==> config.mk <==
export PLATFORM = sky130hd
export DESIGN_NAME = mips_instr_encoder
export DESIGN_NICKNAME = d
export VERILOG_FILES = /design/src/rtl/mips_instr_encoder.sv
export SDC_FILE = /design/constraint.sdc
export NUM_CORES = 1
export LEC_CHECK = 0
export ABC_AREA = 1
export BUFFER_PORTS_ARGS = -buffer_cell sky130_fd_sc_hd__buf_2
export CAP_MARGIN = 20
export CORE_MARGIN = 2
export CORE_UTILIZATION = 40
export CTS_CLUSTER_SIZE = 24
export DETAILED_ROUTE_END_ITERATION = 12
export PLACE_DENSITY = 0.7
export SLEW_MARGIN = 20
export SYNTH_ARGS = -nofsm -noshare
export SYNTH_HDL_FRONTEND = slang
export SYNTH_SLANG_ARGS = --single-unit
==> constraint.sdc <==
create_clock -name clk -period 1.8 [get_ports clk]
set_input_delay 0.18 -clock clk [delete_from_list [all_inputs] [get_ports clk]]
set_output_delay 0.18 -clock clk [all_outputs]
set_load 0.01 [all_outputs]
==> src/rtl/mips_instr_encoder.sv <==
// mips_instr_encoder
//   Takes one MIPS instruction at a time, given as a class selector plus its
//   fields, over a valid/ready handshake. It packs the instruction into a
//   32-bit word and writes that word to instruction memory at an address that
//   increments by itself. Programs can therefore be loaded without a hex file.
//
// Ports
//   clk          rising-edge clock
//   reset        asynchronous, active-low reset
//   clear_i      synchronous clear of address, count and error
//   valid_i      instruction fields are valid
//   ready_o      an instruction can be accepted this cycle (IDLE only)
//   op_sel_i     class: 0 R, 1 ADDI, 2 LUI, 3 ORI, 4 ANDI, 5 SW, 6 LW,
//                7 BEQ, 8 BNE, 9 J, 10 JAL, 11-15 illegal
//   rs_i, rt_i, rd_i, shamt_i, funct_i, imm_i, target_i  instruction fields
//   mem_we_o     instruction memory write strobe (one cycle per word)
//   mem_addr_o   word address of the current write
//   mem_data_o   encoded word; holds its last value between writes
//   count_o      number of words written since reset/clear
//   full_o       MEM_DEPTH words have been written
//   err_o        sticky flag: an illegal op_sel_i was accepted
module mips_instr_encoder #(
  parameter int MEM_DEPTH = 64,
  parameter int ADDR_W    = 6
) (
  input  logic                clk,
  input  logic                reset,
  input  logic                clear_i,
  input  logic                valid_i,
  output logic                ready_o,
  input  logic [3:0]          op_sel_i,
  input  logic [4:0]          rs_i,
  input  logic [4:0]          rt_i,
  input  logic [4:0]          rd_i,
  input  logic [4:0]          shamt_i,
  input  logic [5:0]          funct_i,
  input  logic [15:0]         imm_i,
  input  logic [25:0]         target_i,
  output logic                mem_we_o,
  output logic [ADDR_W-1:0]   mem_addr_o,
  output logic [31:0]         mem_data_o,
  output logic [ADDR_W:0]     count_o,
  output logic                full_o,
  output logic                err_o
);

  typedef enum logic [1:0] {
    S_IDLE  = 2'd0,
    S_WRITE = 2'd1,
    S_FULL  = 2'd2
  } state_t;

  localparam logic [ADDR_W:0] LAST_CNT = (ADDR_W + 1)'(MEM_DEPTH - 1);

  state_t              state_q, state_nxt;
  logic [ADDR_W-1:0]   addr_q;
  logic [ADDR_W:0]     count_q;
  logic [31:0]         data_q;
  logic                err_q;

  logic accept;
  logic legal;
  logic last_write;

  // Pack one instruction. Fields that the class does not use are dropped.
  // Immediates are passed through as given, with no sign extension.
  function automatic logic [31:0] encode(
    input logic [3:0]  op,
    input logic [4:0]  rs,
    input logic [4:0]  rt,
    input logic [4:0]  rd,
    input logic [4:0]  sh,
    input logic [5:0]  fn,
    input logic [15:0] imm,
    input logic [25:0] tgt
  );
    logic [31:0] w;
    w = 32'h0;
    case (op)
      4'd0:    w = {6'h00, rs, rt, rd, sh, fn};
      4'd1:    w = {6'h08, rs, rt, imm};
      4'd2:    w = {6'h0f, 5'd0, rt, imm};
      4'd3:    w = {6'h0d, rs, rt, imm};
      4'd4:    w = {6'h0c, rs, rt, imm};
      4'd5:    w = {6'h2b, rs, rt, imm};
      4'd6:    w = {6'h23, rs, rt, imm};
      4'd7:    w = {6'h04, rs, rt, imm};
      4'd8:    w = {6'h05, rs, rt, imm};
      4'd9:    w = {6'h02, tgt};
      4'd10:   w = {6'h03, tgt};
      default: w = 32'h0;
    endcase
    return w;
  endfunction

  assign accept     = valid_i && (state_q == S_IDLE);
  assign legal      = (op_sel_i <= 4'd10);
  assign last_write = (count_q == LAST_CNT);

  // State register
  always_ff @(posedge clk or negedge reset) begin
    if (!reset) state_q <= S_IDLE;
    else        state_q <= state_nxt;
  end

  // Next-state logic; clear_i wins in every state
  always_comb begin
    state_nxt = state_q;
    if (clear_i) begin
      state_nxt = S_IDLE;
    end else begin
      case (state_q)
        S_IDLE:  if (accept && legal) state_nxt = S_WRITE;
        S_WRITE: state_nxt = last_write ? S_FULL : S_IDLE;
        S_FULL:  state_nxt = S_FULL;
        default: state_nxt = S_IDLE;
      endcase
    end
  end

  // Output decode: depends only on state and registers, never on valid_i
  always_comb begin
    ready_o    = 1'b0;
    mem_we_o   = 1'b0;
    full_o     = 1'b0;
    case (state_q)
      S_IDLE:  ready_o  = 1'b1;
      S_WRITE: mem_we_o = 1'b1;
      S_FULL:  full_o   = 1'b1;
      default: ready_o  = 1'b0;
    endcase
    mem_addr_o = addr_q;
    mem_data_o = data_q;
    count_o    = count_q;
    err_o      = err_q;
  end

  // Address, count, word and error registers. After the last word the
  // address stays at MEM_DEPTH-1 instead of wrapping to 0.
  always_ff @(posedge clk or negedge reset) begin
    if (!reset) begin
      addr_q  <= '0;
      count_q <= '0;
      data_q  <= 32'h0;
      err_q   <= 1'b0;
    end else if (clear_i) begin
      addr_q  <= '0;
      count_q <= '0;
      err_q   <= 1'b0;
    end else begin
      if (accept && legal)
        data_q <= encode(op_sel_i, rs_i, rt_i, rd_i, shamt_i, funct_i, imm_i, target_i);
      if (accept && !legal)
        err_q <= 1'b1;
      if (state_q == S_WRITE) begin
        count_q <= count_q + (ADDR_W + 1)'(1);
        if (!last_write)
          addr_q <= addr_q + ADDR_W'(1);
      end
    end
  end

endmodule

==> metrics.txt, run 1 <==
P_int 1.81 mW; Req. time, crit path 2.04 ns; die area 7640 um^2; antenna diode count 0; Comb power frac between 20% and 30%; CP cell instances ha_1 > nand3_1 > nor2_1 > nor2_2 > nor2_2 > nand2_1 > nand2_1; Top delay family on crit path simple AND/OR/NAND/NOR gates; Worst Hold Class in -> reg; setup bufs post-CTS 0; Die Y 87.4 um; final hold slack 0.0871 ns; Layout Nets 590; post-synthesis cell area between 2000 and 3000 um^2; Synthesized Nets 469; final setup violating endpoints 0; CTS sink cnt 47; Max Fclk 643 MHz; Hold Path Origin clear_i; Sw Ratio 32.1%; crit end category register; crit path launch count_o[1]; FF-to-FF Start count_o[1]; Synth cell types 26; pwr dens 753 nW/um^2; Setup Skew 0.00808 ns; Bufs on Longest Clock Path 2; Leak 1.99 nW; commonest non-fill, non-tap cell in the layout buf_2; RSZ-0062 raised after global routing false; Yosys top cell by area dfrtp_1; global-route wire length before repair 11.1 mm; register area share after synthesis 42.2%; clock group share of total power 23.1%; final hold vios 0; Worst IR Drop VDD 0.521 mV; setup_tns 0 ns; element type at the critical path start register; worst-skew pair later-pin latency around 0.3 ns; CTS tree done; Final period util between 80% and 90%; # IOs between 100 and 150; Rel. slew slack 58.6%; Synth Instances 391; synth-to-layout area growth 27.6%; largest cells by area after synthesis dfrtp_1 (42%), nand3_1 (14%), nand2_1 (10%), nor2_1 (7.7%), inv_1 (7.1%); initial antenna violation count 0; Slew @ Worst Pin slightly above 0.6 ns; Core Area 6760 um^2; share of cells above drive strength 1 29.8%; Ys Warns 0; Synth Register Bits 47; max_cap viols 0; DR vias between 2000 and 3000; htree depth 2; Tmin final 1.55 ns; vias in the first global route 2516; most frequent cells in the layout buf_2 (123), nand3_1 (77), nand2_1 (74), nor2_1 (56), inv_1 (53); Worst path max stage delay 0.40 ns; RePlAce Congestion slightly below 0.8; Antenna Violating Nets Remaining 0; run status finished clean; root buf cell clkbuf_8; FILL cells 692; wire per inst 11.8 um; Die X 87.4 um; I/O Buffers 123; top cell type's share of synthesized area 42.2%; drt first pass iters 4; Tot GR Track Use 18.0%; FP Rows 30; WP buf/inv 0; Remaining DRCs 0; CP Class reg -> reg; CTS buffer count 5; final global-route overflow total 0; syn_area_per_cell 7.12 um^2; slowest stage cell, crit path dfrtp_1; DPL Wire Length roughly 5.4 mm; Sequential Power Share 48.8%; Reg clk slew, reported paths 0.09 ns; crit-path max FO 7; Initial Utilization 41.2%; sw power 858 uW; Via-to-Cell Ratio roughly 4.9; Arr. time, crit path 1.80 ns; 1st-iter DRT viols between 100 and 150; fin. max-slew vios 0; largest net degree at the start of global routing 32; Post-Route WL about 7 mm
power by group through the flow:
stage,registers (mW),clock network (mW),logic [mW]
2_1_floorplan,1.40,0,0.334
3_3_place_gp,1.32,0,0.742
3_5_place_dp,1.33,0,0.759
4_1_cts,1.31,0.633,0.764
5_1_grt,1.33,0.687,0.845
6_report,1.30,0.617,0.753
sequential cells by signal, indices dropped and copies added, names as in the netlist:
name        flops
state_q         2
mem_addr_o      6
count_o         7
err_o           1
mem_data_o     31
timing repair:
item,in CTS,in global routing
gates resized for setup,0,0
hold endpoints to repair,19,0
hold buffers,1,0
cells in the mapped netlist (all sizes together):
cell type / instances
buf: 17
o31ai: 1
o21ai: 15
nand3: 77
clkbuf: 1
nand2: 77
nand4: 6
a31oi: 1
o21a: 5
nor2: 62
a21oi: 5
dfrtp: 47
conb: 1
ha: 2
inv: 56
o211ai: 1
or2: 17
stage by stage:
| step | utilization, % | worst slack (ns) | cells | instance area (um^2) | power, mW |
|---|---|---|---|---|---|
| 6_report | 52.6 | 0.246 | 593 | 3550 | 2.67 |
| 2_1_floorplan | - | 0.485 | 391 | 2780 | 1.73 |
| 5_1_grt | 52.6 | 0.163 | 593 | 3550 | 2.86 |
| 3_3_place_gp | 51.2 | 0.326 | 584 | 3460 | 2.07 |
| 3_5_place_dp | 51.2 | 0.277 | 584 | 3460 | 2.08 |
| 4_1_cts | 52.6 | 0.273 | 593 | 3550 | 2.70 |
final timing paths:
path	to	slack (ns)	cells after the start
setup / recovery	mem_addr_o[2]	0.25	7
setup reg to reg	mem_addr_o[2]	0.25	7
hold / removal	state_q[1]	0.09	2
max in group asynchronous	mem_data_o[28]	0.92	3
hold reg to reg	mem_data_o[28]	0.49	2
min in group asynchronous	count_o[6]	0.37	2
worst register-to-register path, delay by kind of cell (launching register included):
| family | cells | cell delay, ns |
|---|---|---|
| and+or+nand+nor | 6 | 0.84 |
| DFF | 1 | 0.40 |
| adders and majority gates | 1 | 0.26 |
layer usage:
| metal | global-route usage [%] | part of all wire [%] | vias up |
|---|---|---|---|
| li1 | - | - | 1469 |
| met1 | 22.0 | 42 | 1325 |
| met2 | 31.4 | 50 | 83 |
| met3 | 3.51 | 5.6 | 15 |
| met4 | 6.15 | 2.3 | 0 |
| met5 | 0 | 0 | - |
logic make-up (layout without fill, tap and decap cells):
group,after synthesis,in the layout,synth area share [%]
other,1,1,0.135
buffers and inverters,74,196,12.2
AO/OA/AOI/OAI,28,28,5.71
adder cells (fa/ha/maj),2,2,0.899
flip-flops,47,47,42.2
AND/OR/NAND/NOR,239,239,38.8
final cells by class:
cell class              count  area, um^2  area share, %
repair buffers            132         711           20.0
clock inverters             3        15.0          0.423
clock buffers               5        68.8           1.94
multi-input cells         270        1270           35.8
flip-flops and latches     47        1180           33.1
inverters                  56         210           5.92
well taps                  80         100           2.82
No activity file was read; power rests on OpenSTA's default activity.
==> run 2, diff against run 1 <==
--- a/config.mk
+++ b/config.mk
@@ -12,7 +12,7 @@
 export CORE_UTILIZATION = 40
 export CTS_CLUSTER_SIZE = 24
 export DETAILED_ROUTE_END_ITERATION = 12
-export PLACE_DENSITY = 0.7
+export PLACE_DENSITY = 0.72
 export SLEW_MARGIN = 20
 export SYNTH_ARGS = -nofsm -noshare
 export SYNTH_HDL_FRONTEND = slang
==> metrics.txt, run 2 (same netlist as run 1, synthesis figures left out) <==
Setup Skew a little under 0.007 ns; Worst Hold Class in -> reg; die area roughly 7600 um^2; pwr dens 799 nW/um^2; Worst IR Drop VDD 0.453 mV; CP Class reg -> reg; antenna diode count 0; Top delay family on crit path buffers and inverters; CTS tree done; Core Area just under 7000 um^2; RePlAce Congestion 0.789; FILL cells a little under 700; Tot GR Track Use 18.4%; Bufs on Longest Clock Path 2; DPL Wire Length 5.28 mm; R2R cell count 9; htree depth 2; Largest register FFs 31; Post-Route WL 7.03 mm; run status finished clean; P_int 2.00 mW; final hold slack around 0.084 ns; FF-to-FF Start state_q[0]; Die Y 87.4 um; worst setup margin roughly 0.3 ns; Sequential Power Share 45.4%; Arr. time, crit path 1.69 ns; Remaining DRCs 0; Final period util 82.9%; Layout Nets 590; crit-path max FO 20; RSZ-0062 raised after global routing false; vias in the first global route 2571; Hold-fix buffers, CTS 1; Sw Ratio 30.2%; DR vias 2875; CP cell instances inv_1 > nand2_1 > nor2_1 > nand2_2 > inv_2 > buf_12 > nand3_1 > o21ai_1 > inv_1; commonest non-fill, non-tap cell in the layout buf_2; Die X 87.4 um; FP Rows 30; I/O Buffers 123; CTS resizes 0; Top cell by count, worst path inv_1; CTS sink cnt 47; final setup violating endpoints 0; Tmin final 1.49 ns; final hold vios 0; wire per inst 11.9 um; Req. time, crit path approximately 2.0 ns; global-route wire length before repair 11.3 mm; most frequent cells in the layout buf_2 (123), nand3_1 (77), nand2_1 (74), nor2_1 (56), inv_1 (53); setup slack, reg-to-reg 0.31 ns; Leak 2.00 nW; share of cells above drive strength 1 between 20% and 30%; setup_tns 0 ns; initial antenna violation count 0; fin. max-slew vios 0; Overall Power 2.86 mW; sw power 862 uW; final global-route overflow total 0; element type at the critical path start register; max_cap viols 0; Worst Setup EP mem_data_o[25]; crit end category register; Setup WS pre-CTS 0.300 ns; synth-to-layout area growth 28.4%; Slew @ Worst Pin 0.598 ns; clock group share of total power 28.2%; Max Fclk 670 MHz; slowest stage cell, crit path dfrtp_1; WP buf/inv 4; Antenna Violating Nets Remaining 0; Reg clk slew, reported paths roughly 0.090 ns; crit path launch state_q[0]; largest net degree at the start of global routing 48; worst-skew pair later-pin latency 0.30 ns; setup bufs post-CTS 0; Worst path max stage delay 0.40 ns; 1st-iter DRT viols 93; CTS buffer count 5; root buf cell clkbuf_8; worst reg2reg path endpoint mem_data_o[25]; Comb power frac 26.4%; final design utilization 52.9%; Initial Utilization 41.2%; # IOs between 100 and 150; Critical Path Stages 9; Via-to-Cell Ratio 4.85; Rel. slew slack 60.1%; drt first pass iters 4
==> run 2: changes by cell type in the layout (fill, tap and decap cells not counted) <==
cell | previous run | this run
clkinv_2 | 3 | 1
buf_12 | 2 | 1
buf_4 | 6 | 7
bufinv_16 | 0 | 1
clkbuf_8 | 5 | 6
==> run 2: cell type report <==
class                   count  area, um^2  share of cell area, %
multi-input cells         270        1270                   35.6
flip-flops and latches     47        1180                   32.9
repair buffers            132         698                   19.5
inverters                  56         210                   5.88
well taps                  80         100                   2.80
clock buffers               6        82.6                   2.31
clock inverters             2        35.0                  0.980
==> run 2: metal layers <==
metal	global-route usage [%]	vias to the layer above	wire length, um
met1	20.5	1322	2890
li1	-	1470	-
met3	3.89	5	389
met5	0	-	0
met2	34.6	78	3690
met4	5.59	0	64
==> run 2: per-stage QoR <==
stage | cell area, um^2 | std cells
3_5_place_dp | 3450 | 584
4_1_cts | 3570 | 593
2_1_floorplan | 2780 | 391
3_3_place_gp | 3450 | 584
5_1_grt | 3570 | 593
6_report | 3570 | 593
==> run 2: how the worst min path moves through the flow <==
stage,startpoint,to,slack [ns],cells past startpoint
2_1_floorplan,reset,count_o[0],-0.12,0
3_3_place_gp,reset,mem_addr_o[5],0.31,2
3_5_place_dp,reset,mem_addr_o[5],0.32,2
4_1_cts,clear_i,state_q[1],0.07,2
5_1_grt,clear_i,state_q[1],0.08,2
6_report,clear_i,state_q[1],0.08,2
==> run 2: worst reg2reg max path: cells and delay by family (launching register included) <==
family / cells / cell delay (ns)
compound gates: 1 / 0.08
buf+inv: 4 / 0.58
flops: 1 / 0.40
simple gates: 4 / 0.34
==> run 2: power groups by stage <==
| stage | Sequential (mW) | Combinational (mW) | Clock [mW] |
|---|---|---|---|
| 5_1_grt | 1.32 | 0.852 | 0.876 |
| 3_3_place_gp | 1.32 | 0.745 | 0 |
| 2_1_floorplan | 1.40 | 0.334 | 0 |
| 4_1_cts | 1.30 | 0.766 | 0.836 |
| 6_report | 1.30 | 0.754 | 0.805 |
| 3_5_place_dp | 1.32 | 0.762 | 0 |
